$ cat src/rtl/seg_scan_recognizer_if.sv
// Binarised pixel-stream bundle from the threshold stage into seg_scan_recognizer.
interface seg_scan_recognizer_if;
  logic        pix_en;
  logic        pix_vde;
  logic        pix_bin;
  logic [10:0] pix_x;
  logic [9:0]  pix_y;

  modport master (output pix_en, pix_vde, pix_bin, pix_x, pix_y);
  modport slave  (input  pix_en, pix_vde, pix_bin, pix_x, pix_y);
endinterface

$ cat src/rtl/seg_scan_recognizer.sv
// Per-slot stroke-edge counter on two scan lines and one scan column, reported once per frame.
// Optional macro SEG_EDGE_POS_EN adds the edge_pos output carrying the full last-edge x positions.
module seg_scan_recognizer #(
  parameter int NUM_SLOTS  = 3,
  parameter int SLOT_X0    = 370,
  parameter int SLOT_PITCH = 200,
  parameter int SLOT_W     = 141,
  parameter int HLINE_Y1   = 343,
  parameter int HLINE_Y2   = 376,
  parameter int VBAND_Y0   = 290,
  parameter int VBAND_Y1   = 430,
  parameter int EDGE_RUN   = 4,
  parameter int REPORT_X   = 500,
  parameter int REPORT_Y   = 500
) (
  input  logic                     clk,
  input  logic                     rst_n,
  seg_scan_recognizer_if.slave     pix,
  output logic [8*NUM_SLOTS-1:0]   codes,
  output logic                     code_valid,
  output logic                     sat_any
`ifdef SEG_EDGE_POS_EN
  ,
  output logic [22*NUM_SLOTS-1:0]  edge_pos
`endif
);
  localparam int WIN = 2 * EDGE_RUN;
  localparam logic [WIN-1:0] WIN_ONES = {WIN{1'b1}};
  localparam logic [WIN-1:0] EDGE_PAT = {{EDGE_RUN{1'b1}}, {EDGE_RUN{1'b0}}};
`ifdef SEG_EDGE_POS_EN
  localparam int LXW = 11;
`else
  localparam int LXW = 1;
`endif

  function automatic logic [10:0] slot_lo(input int s);
    return 11'(SLOT_X0 + s * SLOT_PITCH);
  endfunction

  function automatic logic [10:0] slot_hi(input int s);
    return 11'(SLOT_X0 + s * SLOT_PITCH + SLOT_W - 1);
  endfunction

  function automatic logic [10:0] slot_cx(input int s);
    return 11'(SLOT_X0 + s * SLOT_PITCH + SLOT_W / 2);
  endfunction

  // Without full positions only the "right of centre" bit of the last edge is kept.
  function automatic logic [LXW-1:0] lx_store(input logic [10:0] x, input int s);
`ifdef SEG_EDGE_POS_EN
    return x;
`else
    return x >= slot_cx(s);
`endif
  endfunction

  function automatic logic lx_ge(input logic [LXW-1:0] v, input int s);
`ifdef SEG_EDGE_POS_EN
    return v >= slot_cx(s);
`else
    return v[0];
`endif
  endfunction

  function automatic logic [1:0] bump(input logic [WIN-1:0] win, input logic [1:0] cnt);
    if ((win == EDGE_PAT) && (cnt != 2'd3)) begin
      return cnt + 2'd1;
    end else begin
      return cnt;
    end
  endfunction

  function automatic logic sat_hit(input logic [WIN-1:0] win, input logic [1:0] cnt);
    return (win == EDGE_PAT) && (cnt == 2'd3);
  endfunction

  logic [WIN-1:0] h1_win_q [NUM_SLOTS];
  logic [WIN-1:0] h1_win_d [NUM_SLOTS];
  logic [WIN-1:0] h2_win_q [NUM_SLOTS];
  logic [WIN-1:0] h2_win_d [NUM_SLOTS];
  logic [WIN-1:0] v_win_q  [NUM_SLOTS];
  logic [WIN-1:0] v_win_d  [NUM_SLOTS];
  logic [1:0]     h1_cnt_q [NUM_SLOTS];
  logic [1:0]     h1_cnt_d [NUM_SLOTS];
  logic [1:0]     h2_cnt_q [NUM_SLOTS];
  logic [1:0]     h2_cnt_d [NUM_SLOTS];
  logic [1:0]     v_cnt_q  [NUM_SLOTS];
  logic [1:0]     v_cnt_d  [NUM_SLOTS];
  logic [LXW-1:0] h1_lx_q  [NUM_SLOTS];
  logic [LXW-1:0] h1_lx_d  [NUM_SLOTS];
  logic [LXW-1:0] h2_lx_q  [NUM_SLOTS];
  logic [LXW-1:0] h2_lx_d  [NUM_SLOTS];
  logic                   sat_flag_q, sat_flag_d;
  logic [8*NUM_SLOTS-1:0] codes_q, codes_d;
  logic                   code_valid_q, code_valid_d;
  logic                   sat_any_q, sat_any_d;
`ifdef SEG_EDGE_POS_EN
  logic [22*NUM_SLOTS-1:0] edge_pos_q, edge_pos_d;
`endif

  logic                 qual_s, report_s, on_y1_s, on_y2_s, in_band_s, in_any_s;
  logic [NUM_SLOTS-1:0] in_slot_s;

  // Decode which scan structures the current pixel belongs to.
  always_comb begin
    qual_s    = pix.pix_en & pix.pix_vde;
    report_s  = qual_s & (pix.pix_x == 11'(REPORT_X)) & (pix.pix_y == 10'(REPORT_Y));
    on_y1_s   = qual_s & (pix.pix_y == 10'(HLINE_Y1));
    on_y2_s   = qual_s & (pix.pix_y == 10'(HLINE_Y2));
    in_band_s = qual_s & (pix.pix_y >= 10'(VBAND_Y0)) & (pix.pix_y <= 10'(VBAND_Y1));
    in_any_s  = 1'b0;
    for (int s = 0; s < NUM_SLOTS; s++) begin
      in_slot_s[s] = (pix.pix_x >= slot_lo(s)) & (pix.pix_x <= slot_hi(s));
      in_any_s     = in_any_s | in_slot_s[s];
    end
  end

  // Window shifting, edge counting and the report/clear step.
  always_comb begin
    h1_win_d     = h1_win_q;
    h2_win_d     = h2_win_q;
    v_win_d      = v_win_q;
    h1_cnt_d     = h1_cnt_q;
    h2_cnt_d     = h2_cnt_q;
    v_cnt_d      = v_cnt_q;
    h1_lx_d      = h1_lx_q;
    h2_lx_d      = h2_lx_q;
    sat_flag_d   = sat_flag_q;
    codes_d      = codes_q;
    sat_any_d    = sat_any_q;
    code_valid_d = report_s;
`ifdef SEG_EDGE_POS_EN
    edge_pos_d   = edge_pos_q;
`endif
    for (int s = 0; s < NUM_SLOTS; s++) begin
      if (report_s) begin
        codes_d[8*s +: 8] = {h1_cnt_q[s], h2_cnt_q[s], v_cnt_q[s],
                             lx_ge(h1_lx_q[s], s), lx_ge(h2_lx_q[s], s)};
`ifdef SEG_EDGE_POS_EN
        edge_pos_d[22*s +: 22] = {h1_lx_q[s], h2_lx_q[s]};
`endif
        h1_win_d[s] = WIN_ONES;
        h2_win_d[s] = WIN_ONES;
        v_win_d[s]  = WIN_ONES;
        h1_cnt_d[s] = 2'd0;
        h2_cnt_d[s] = 2'd0;
        v_cnt_d[s]  = 2'd0;
        h1_lx_d[s]  = {LXW{1'b0}};
        h2_lx_d[s]  = {LXW{1'b0}};
        sat_any_d   = sat_flag_q;
        sat_flag_d  = 1'b0;
      end else begin
        if (on_y1_s & in_slot_s[s]) begin
          h1_win_d[s] = {h1_win_q[s][WIN-2:0], pix.pix_bin};
          h1_cnt_d[s] = bump(h1_win_d[s], h1_cnt_q[s]);
          sat_flag_d  = sat_flag_d | sat_hit(h1_win_d[s], h1_cnt_q[s]);
          h1_lx_d[s]  = (h1_win_d[s] == EDGE_PAT) ? lx_store(pix.pix_x, s) : h1_lx_q[s];
        end else if (on_y1_s & ~in_any_s) begin
          h1_win_d[s] = WIN_ONES;
        end else begin
          h1_win_d[s] = h1_win_q[s];
        end
        if (on_y2_s & in_slot_s[s]) begin
          h2_win_d[s] = {h2_win_q[s][WIN-2:0], pix.pix_bin};
          h2_cnt_d[s] = bump(h2_win_d[s], h2_cnt_q[s]);
          sat_flag_d  = sat_flag_d | sat_hit(h2_win_d[s], h2_cnt_q[s]);
          h2_lx_d[s]  = (h2_win_d[s] == EDGE_PAT) ? lx_store(pix.pix_x, s) : h2_lx_q[s];
        end else if (on_y2_s & ~in_any_s) begin
          h2_win_d[s] = WIN_ONES;
        end else begin
          h2_win_d[s] = h2_win_q[s];
        end
        if (in_band_s & (pix.pix_x == slot_cx(s))) begin
          v_win_d[s] = {v_win_q[s][WIN-2:0], pix.pix_bin};
          v_cnt_d[s] = bump(v_win_d[s], v_cnt_q[s]);
          sat_flag_d = sat_flag_d | sat_hit(v_win_d[s], v_cnt_q[s]);
        end else begin
          v_win_d[s] = v_win_q[s];
        end
      end
    end
  end

  // State and output registers.
  always_ff @(posedge clk or negedge rst_n) begin
    if (!rst_n) begin
      for (int s = 0; s < NUM_SLOTS; s++) begin
        h1_win_q[s] <= WIN_ONES;
        h2_win_q[s] <= WIN_ONES;
        v_win_q[s]  <= WIN_ONES;
        h1_cnt_q[s] <= 2'd0;
        h2_cnt_q[s] <= 2'd0;
        v_cnt_q[s]  <= 2'd0;
        h1_lx_q[s]  <= {LXW{1'b0}};
        h2_lx_q[s]  <= {LXW{1'b0}};
      end
      sat_flag_q   <= 1'b0;
      codes_q      <= {(8*NUM_SLOTS){1'b0}};
      code_valid_q <= 1'b0;
      sat_any_q    <= 1'b0;
`ifdef SEG_EDGE_POS_EN
      edge_pos_q   <= {(22*NUM_SLOTS){1'b0}};
`endif
    end else begin
      h1_win_q     <= h1_win_d;
      h2_win_q     <= h2_win_d;
      v_win_q      <= v_win_d;
      h1_cnt_q     <= h1_cnt_d;
      h2_cnt_q     <= h2_cnt_d;
      v_cnt_q      <= v_cnt_d;
      h1_lx_q      <= h1_lx_d;
      h2_lx_q      <= h2_lx_d;
      sat_flag_q   <= sat_flag_d;
      codes_q      <= codes_d;
      code_valid_q <= code_valid_d;
      sat_any_q    <= sat_any_d;
`ifdef SEG_EDGE_POS_EN
      edge_pos_q   <= edge_pos_d;
`endif
    end
  end

  assign codes      = codes_q;
  assign code_valid = code_valid_q;
  assign sat_any    = sat_any_q;
`ifdef SEG_EDGE_POS_EN
  assign edge_pos   = edge_pos_q;
`endif
endmodule

$ cat src/flat_wrapper.sv
// flat-port wrapper written by rule: the top's interface ports become plain ports
module seg_scan_recognizer_flat 
#(
  parameter int NUM_SLOTS  = 3,
  parameter int SLOT_X0    = 370,
  parameter int SLOT_PITCH = 200,
  parameter int SLOT_W     = 141,
  parameter int HLINE_Y1   = 343,
  parameter int HLINE_Y2   = 376,
  parameter int VBAND_Y0   = 290,
  parameter int VBAND_Y1   = 430,
  parameter int EDGE_RUN   = 4,
  parameter int REPORT_X   = 500,
  parameter int REPORT_Y   = 500
)
  (clk, rst_n, codes, code_valid, sat_any, pix_pix_en, pix_pix_vde, pix_pix_bin, pix_pix_x, pix_pix_y);
  seg_scan_recognizer_if pix_i ();
  input  logic clk;
  input  logic rst_n;
  output logic [8*NUM_SLOTS-1:0] codes;
  output logic code_valid;
  output logic sat_any;
  input wire logic [$bits(pix_i.pix_en)-1:0] pix_pix_en;
  input wire logic [$bits(pix_i.pix_vde)-1:0] pix_pix_vde;
  input wire logic [$bits(pix_i.pix_bin)-1:0] pix_pix_bin;
  input wire logic [$bits(pix_i.pix_x)-1:0] pix_pix_x;
  input wire logic [$bits(pix_i.pix_y)-1:0] pix_pix_y;
  assign pix_i.pix_en = pix_pix_en;
  assign pix_i.pix_vde = pix_pix_vde;
  assign pix_i.pix_bin = pix_pix_bin;
  assign pix_i.pix_x = pix_pix_x;
  assign pix_i.pix_y = pix_pix_y;
  seg_scan_recognizer #(.NUM_SLOTS(NUM_SLOTS), .SLOT_X0(SLOT_X0), .SLOT_PITCH(SLOT_PITCH), .SLOT_W(SLOT_W), .HLINE_Y1(HLINE_Y1), .HLINE_Y2(HLINE_Y2), .VBAND_Y0(VBAND_Y0), .VBAND_Y1(VBAND_Y1), .EDGE_RUN(EDGE_RUN), .REPORT_X(REPORT_X), .REPORT_Y(REPORT_Y)) u_core (.clk(clk), .rst_n(rst_n), .pix(pix_i), .codes(codes), .code_valid(code_valid), .sat_any(sat_any));
endmodule
$ cat config.mk
export PLATFORM = sky130hd
export DESIGN_NAME = seg_scan_recognizer_flat
export DESIGN_NICKNAME = d
export VERILOG_FILES = /design/src/rtl/seg_scan_recognizer_if.sv /design/src/rtl/seg_scan_recognizer.sv /design/src/flat_wrapper.sv
export SDC_FILE = /design/constraint.sdc
export NUM_CORES = 1
export LEC_CHECK = 0
export CAP_MARGIN = 20
export CORE_UTILIZATION = 45
export CTS_CLUSTER_DIAMETER = 50
export CTS_CLUSTER_SIZE = 24
export DETAILED_ROUTE_END_ITERATION = 8
export PLACE_DENSITY = 0.76
export SLEW_MARGIN = 20
export SYNTH_ARGS = -nofsm -noshare
export SYNTH_HDL_FRONTEND = slang
export SYNTH_SLANG_ARGS = --single-unit
$ cat constraint.sdc
create_clock -name clk -period 2.44 [get_ports clk]
set_clock_uncertainty 0.15 [all_clocks]
set_input_delay 0.732 -clock clk [delete_from_list [all_inputs] [get_ports clk]]
set_output_delay 0.732 -clock clk [all_outputs]
set_load 0.01 [all_outputs]
# Word level (Yosys, flattened, before mapping)
# Cells that the tools add are included.
[word_totals]
elab_cells = 261
input_bits = 26
regBits = 114
out_inout_bits = 26
[op_classes]
n_eq_ne = 34
reduce_logical = 63
n_mux = 83
bitwise_logic = 33
n_lt_le_gt_ge = 11
n_addsub = 9
[op_table]
columns = ["cell", "count"]
rows = [
  ["two-way mux 7 bit", 20],
  ["== test 8 bit, second input constant", 9],
  ["two-way mux 2 bit", 27],
  ["nonzero test 2 bit", 24],
  [">= comparator 11 x 10 -> 1 bit, second input constant", 4],
  ["two-way mux 1 bit", 36],
  ["== test 10 x 9 -> 1 bit, second input constant", 3],
  ["AND reduction 2 bit", 15],
  ["== test 11 x 10 -> 1 bit, second input constant", 2],
  ["== test 11 x 9 -> 1 bit, second input constant", 2],
  [">= comparator 11 x 9 -> 1 bit, second input constant", 2],
  ["less-or-equal comparator 11 x 10 -> 1 bit, second input constant", 2],
  ["bitwise AND 1 bit", 21],
  ["adder 2 x 1 -> 2 bit, second input constant", 9],
  ["== test 2 bit, second input constant", 9],
  ["logical AND 1 bit", 18],
  ["!= test 2 bit, second input constant", 9],
  ["nonzero test 3 bit", 6],
  ["less-or-equal comparator 11 x 9 -> 1 bit, second input constant", 1],
  ["bitwise OR 1 bit", 11],
  [">= comparator 10 x 9 -> 1 bit, second input constant", 1],
  ["less-or-equal comparator 10 x 9 -> 1 bit, second input constant", 1],
  ["inverter 1 bit", 1],
]

# Logic depth before layout (Yosys ltp)
[depth]
ltp_word = 29
depth_mapped = 8
ltp_nobuf = 6

# Worst setup path after synthesis
# No wires, ideal clock.
[synth_timing]
path_kind = "input port to flip-flop"
start = "input pix_pix_x[4]"
end = "register u_core.sat_flag_q"
arrival_ns = 2.343
path_slack_ns = -0.171
required_ns = 2.171
cell_stages = 8
setup_ns = 0.119
path_buffers = 2
path_cell_list = "clkbuf_1 or3_1 o41ai_1 a21o_1 buf_2 a21oi_1 a2111o_1 o21a_1"
[synth_between]
elab_chain_len = 29
word_cells_on_any_way = 50
cone_classes = "order compare (6); eq/ne (4); mux (18); bitwise (22)"
[synth_lines]
columns = ["item", "line_no", "source"]
rows = [
  ["start, declared", "flat_wrapper.sv:26", "input wire logic [$bits(pix_i.pix_x)-1:0] pix_pix_x;"],
  [">= comparator 11 x 9 -> 1 bit / less-or-equal comparator 11 x 9 -> 1 bit (equally long branches)", "seg_scan_recognizer.sv:113", "in_slot_s[s] = (pix.pix_x >= slot_lo(s)) & (pix.pix_x <= slot_hi(s));"],
  ["bitwise AND 1 bit", "seg_scan_recognizer.sv:113", ""],
  ["bitwise AND 1 bit", "seg_scan_recognizer.sv:153", "if (on_y1_s & in_slot_s[s]) begin"],
  ["two-way mux 1 bit", "seg_scan_recognizer.sv:153", ""],
  ["two-way mux 1 bit", "seg_scan_recognizer.sv:136", "if (report_s) begin"],
  ["bitwise OR 1 bit", "seg_scan_recognizer.sv:166", "sat_flag_d = sat_flag_d | sat_hit(h2_win_d[s], h2_cnt_q[s]);"],
  ["two-way mux 1 bit", "seg_scan_recognizer.sv:163", "if (on_y2_s & in_slot_s[s]) begin"],
  ["two-way mux 1 bit", "seg_scan_recognizer.sv:136", ""],
  ["[14 not listed]", "n/a", ""],
  ["two-way mux 1 bit", "seg_scan_recognizer.sv:136", ""],
  ["bitwise OR 1 bit", "seg_scan_recognizer.sv:166", ""],
  ["two-way mux 1 bit", "seg_scan_recognizer.sv:163", ""],
  ["two-way mux 1 bit", "seg_scan_recognizer.sv:136", ""],
  ["bitwise OR 1 bit", "seg_scan_recognizer.sv:176", "sat_flag_d = sat_flag_d | sat_hit(v_win_d[s], v_cnt_q[s]);"],
  ["two-way mux 1 bit", "seg_scan_recognizer.sv:173", "if (in_band_s & (pix.pix_x == slot_cx(s))) begin"],
  ["two-way mux 1 bit *", "seg_scan_recognizer.sv:136", ""],
  ["via u_core.sat_flag_d", "seg_scan_recognizer.sv:93", "logic sat_flag_q, sat_flag_d;"],
  ["end signal, assigned", "seg_scan_recognizer.sv:213", "sat_flag_q <= sat_flag_d;"],
  ["end, declared", "seg_scan_recognizer.sv:93", ""],
]
# The timed path passes the listed nets; every way through them passes the cells marked *. The select of a mux whose other input is x is not followed.
# A chain may end at the register's enable or synchronous reset.

# Worst setup path in the final report
[layout_timing]
start = "input pix_pix_y[3]"
end = "register u_core.sat_flag_q"
[layout_between]
elab_chain_len = 29
word_cells_on_any_way = 45
cone_classes = "order compare (2); eq/ne (3); mux (18); bitwise (22)"
[layout_lines]
columns = ["item", "line_no", "source"]
rows = [
  ["start, declared", "flat_wrapper.sv:27", "input wire logic [$bits(pix_i.pix_y)-1:0] pix_pix_y;"],
  ["== test 10 x 9 -> 1 bit", "seg_scan_recognizer.sv:108", "on_y1_s = qual_s & (pix.pix_y == 10'(HLINE_Y1));"],
  ["bitwise AND 1 bit", "seg_scan_recognizer.sv:108", ""],
  ["bitwise AND 1 bit", "seg_scan_recognizer.sv:153", ""],
  ["two-way mux 1 bit", "seg_scan_recognizer.sv:153", ""],
  ["two-way mux 1 bit", "seg_scan_recognizer.sv:136", ""],
  ["bitwise OR 1 bit", "seg_scan_recognizer.sv:166", ""],
  ["two-way mux 1 bit", "seg_scan_recognizer.sv:163", ""],
  ["two-way mux 1 bit", "seg_scan_recognizer.sv:136", ""],
  ["[14 not listed]", "n/a", ""],
  ["two-way mux 1 bit", "seg_scan_recognizer.sv:136", ""],
  ["bitwise OR 1 bit", "seg_scan_recognizer.sv:166", ""],
  ["two-way mux 1 bit", "seg_scan_recognizer.sv:163", ""],
  ["two-way mux 1 bit", "seg_scan_recognizer.sv:136", ""],
  ["bitwise OR 1 bit", "seg_scan_recognizer.sv:176", ""],
  ["two-way mux 1 bit", "seg_scan_recognizer.sv:173", ""],
  ["two-way mux 1 bit *", "seg_scan_recognizer.sv:136", ""],
  ["via u_core.sat_flag_d", "seg_scan_recognizer.sv:93", ""],
]
# Marked as above.

==> run_results.csv <==
group,metric,value,unit
synthesis,ys_async_sr_fraction,1.00,
synthesis,synth_largest_area_cell,"sky130_fd_sc_hd__dfstp_2",
global_route,grt_overflow,0,
critical_path,timing.critical_path.arrival,2.57,ns
place,finalWeightedCongestion,0.828,
floorplan,die_w,112,um
cts,clock-root-buffer,"sky130_fd_sc_hd__clkbuf_16",
floorplan,initial_utilization,0.467,
floorplan,placement_rows,39,
route,count_of_antenna_violating_nets_left_after_detailed_routing,0,
global_route,groute.usage.overall,0.224,
critical_path,r2r_end,"u_core.h1_cnt_q[5]",
timing,setup_viol_count_final,0,
critical_path,cp-start-kind,"input pin",
route,route.detailed.vias_per_inst,5.70,
place,dpl.cell_count,740,
final_layout,layout.core_utilization,0.633,
route,finalWirelength,13.0,mm
power_and_ir_drop,max-vdd-ir-drop,0.000490,V
cts,cts_tree,"built",
final_layout,regArea,0.00293,mm^2
synthesis,synth_top_flop_cell,"sky130_fd_sc_hd__dfstp_2",
critical_path,timing_worst_setup_path_type,"input pin to register",
job,maxCapViolCount,0,
route,drtIter0Drc,383,
final_layout,post_route_cells_drive_above_1_share,0.336,
critical_path,r2r_start,"u_core.h1_win_q[21]",
floorplan,floorplan.io_pins,52,
synthesis,yosysUniqueCellTypes,60,
cts,cts.htree.levels,4,
global_route,grt_first_pass_wirelength,21.9,mm
timing,tightestPinTransition,0.582,ns
cts,clk_pin_slew,0.05,ns
floorplan,die_area,0.0124,mm^2
synthesis,netlist_top_cells_area,"sky130_fd_sc_hd__dfstp_2 (31%), sky130_fd_sc_hd__dfrtp_1 (24%), sky130_fd_sc_hd__nand2_1 (7.9%)",
global_route,global_route.usage.met1,0.272,
cts,cts_buffers,17,
cts,maximum_number_of_buffers_from_clock_root_to_sink,2,
critical_path,regToRegSetupSlack,0.21,ns
final_layout,layout.nets,656,
timing,totalNegativeSetupSlack,0,ns
synthesis,synth_top_cell_area_share,0.306,
hold_path,hold_path.class,"input pin to async pin",
synthesis,postSynthCellCount,498,
route,detail_route.drc_violations,2,
synthesis,postSynthAreaPerCell,10.8,um^2
critical_path,cp-end-kind,"register",
power_and_ir_drop,powerDensity,636,mW/mm^2
critical_path,critical_path.max_fanout,3,
global_route,globalRoute.busiestLayer,"met2",
final_layout,fill_cell_count,875,
final_layout,num_antenna_cells,0,
final_layout,multi_input_comb_area,0.00250,mm^2
synthesis,ys_seq_area_frac,0.543,
place,place.detailed.hpwl,9.22,mm
timing,slew_violations,0,
floorplan,core_area,0.0116,mm^2
timing,maxClockFrequency,413,MHz
route,route.detailed.wl_per_inst,16.8,um
synthesis,synth-edff-count,0,
final_layout,syn_to_final_growth,35.6,%
timing,slew_headroom,0.607,
critical_path,required,2.59,ns
global_route,grt_max_degree,38,
cts,clock_sinks,114,
global_route,grt_pass1_vias,4525,
route,detailedRoute.firstPassIterationCount,7,
power_and_ir_drop,leakage_component_of_the_power,0.00331,uW
synthesis,yosysMostFrequentCell,"sky130_fd_sc_hd__nand2_1",
floorplan,die_height,112,um
synthesis,synthesis.yosys.warnings,0,
cts,clk-insertion-delay-late,0.41,ns
final_layout,fin_cells,777,
timing,timing.final.crit_period,2.42,ns
route,route.vias.total,4431,
synthesis,synthTopCellsByCount,"sky130_fd_sc_hd__nand2_1 (113), sky130_fd_sc_hd__dfstp_2 (63), sky130_fd_sc_hd__dfrtp_1 (51)",
global_route,grt_antenna_before_repair,0,
outcome,run_status,"finished, violations left",
synthesis,mappedNetlistNets,533,
cts,postCtsHoldBufs,0,
global_route,met3_use_gr,0.0555,
outcome,violations_in_the_final_reports,"DRC",
global_route,grt_util_met2,0.382,
synthesis,number_of_synthesized_register_bits,114,
critical_path,rr_worst_depth,6,
timing,unrepaired_setup_endpoints_after_global_routing,"true",
synthesis,netlist_area,0.00540,mm^2
place,port_buffers,51,
timing,finalHoldViolCount,0,
timing,timing.final.crit_share,0.991,
## cells in the final DEF, fill, tap and decap left out, types with 6 or more instances in the layout
cell type,synthesis,layout
sky130_fd_sc_hd__and4b_1,6,6
sky130_fd_sc_hd__mux2i_1,31,31
sky130_fd_sc_hd__nand2_1,113,108
sky130_fd_sc_hd__buf_4,1,68
sky130_fd_sc_hd__nand4_1,11,11
sky130_fd_sc_hd__nor4bb_1,7,7
sky130_fd_sc_hd__clkdlybuf4s50_1,0,26
sky130_fd_sc_hd__nand3_1,9,9
sky130_fd_sc_hd__dlygate4sd2_1,0,11
sky130_fd_sc_hd__xnor2_1,7,6
sky130_fd_sc_hd__dfrtp_1,51,51
sky130_fd_sc_hd__nand4b_1,7,7
sky130_fd_sc_hd__clkbuf_16,0,19
sky130_fd_sc_hd__dfstp_2,63,63
sky130_fd_sc_hd__o22a_1,42,42
sky130_fd_sc_hd__inv_1,7,7
sky130_fd_sc_hd__nor3_1,9,8
sky130_fd_sc_hd__buf_2,2,6
sky130_fd_sc_hd__ha_1,9,9
sky130_fd_sc_hd__nor2_1,29,29
## cell type report
| cell class | instances | area share |
|---|---|---|
| inverters | 9 | 0.00461 |
| well taps | 143 | 0.0244 |
| clock inverters | 8 | 0.0132 |
| repair buffers | 123 | 0.146 |
| clock buffers | 24 | 0.0702 |
| multi-input cells | 356 | 0.342 |
| flip-flops and latches | 114 | 0.400 |
## per-layer routing
layer,wire [um],part of all wire
met2,6570,0.50
met4,187,0.014
met5,0,0
met1,5690,0.44
met3,586,0.045
## how the worst max path moves through the flow
stage | from | end | slack [ns] | depth (start not counted)
finish | pix_pix_y[3] | u_core.sat_flag_q | 0.02 | 7
detailed placement | pix_pix_y[3] | u_core.v_win_q[12] | -0.75 | 10
floorplan | pix_pix_y[9] | u_core.h1_cnt_q[2] | -0.16 | 6
global route | pix_pix_x[3] | u_core.h2_cnt_q[3] | -0.01 | 9
global placement | pix_pix_y[2] | u_core.h1_cnt_q[3] | -0.69 | 7
CTS | pix_pix_y[3] | u_core.h1_cnt_q[3] | -0.03 | 7
## worst max-delay path, stage by stage
cell	delay (ns)
sky130_fd_sc_hd__buf_6	0.10
sky130_fd_sc_hd__or4_4	0.52
sky130_fd_sc_hd__a221o_1	0.41
sky130_fd_sc_hd__o21ai_4	0.22
sky130_fd_sc_hd__a21oi_2	0.05
sky130_fd_sc_hd__a2111o_1	0.35
sky130_fd_sc_hd__o21a_1	0.19
## stage by stage
step                      setup WS, ns  hold slack (ns)  instance area (um^2)  total power (uW)
after floorplan                 -0.160            0.286                  5410              2010
after global placement          -0.694            0.300                  6560              2170
after detailed placement        -0.746            0.309                  6560              2170
after CTS                      -0.0305           0.0766                  7250              4690
after global routing           -0.0114           0.0851                  7320              4810
final                           0.0216           0.0843                  7320              4660
## registers in the layout (all words and copies together), names as in the netlist
| signal | count |
|---|---|
| u_core.v_win_q | 21 |
| u_core.h1_lx_q | 3 |
| u_core.h2_cnt_q | 6 |
| u_core.codes | 24 |
| u_core.h2_win_q | 21 |
| u_core.sat_flag_q | 1 |
| u_core.v_cnt_q | 6 |
| u_core.h1_cnt_q | 6 |
| u_core.h1_win_q | 21 |
| u_core.h2_lx_q | 3 |
| u_core.sat_any | 1 |
| u_core.code_valid | 1 |
## cells by family after synthesis
group,after synthesis,synth area share
AND/OR/NAND/NOR,236,0.234
XOR/XNOR,9,0.0146
adder cells (fa/ha/maj),9,0.0208
flip-flops,114,0.543
AO/OA/AOI/OAI,71,0.110
buffers and inverters,28,0.0206
multiplexers,31,0.0574
## power by group
part           internal [uW]  switching, uW  leakage, uW  total (uW)
clock                   1670            837     0.000300        2510
sequential              1910           7.45      0.00136        1920
combinational            107            123      0.00166         231
total                   3690            968      0.00331        4660
## what timing repair did
item / in CTS / in global routing
pin swaps: 12 / 12
resized for setup: 77 / 17
setup buffers: 4 / 1
setup endpoints to repair: 114 / 91
Power figures use the tool's default switching activity.
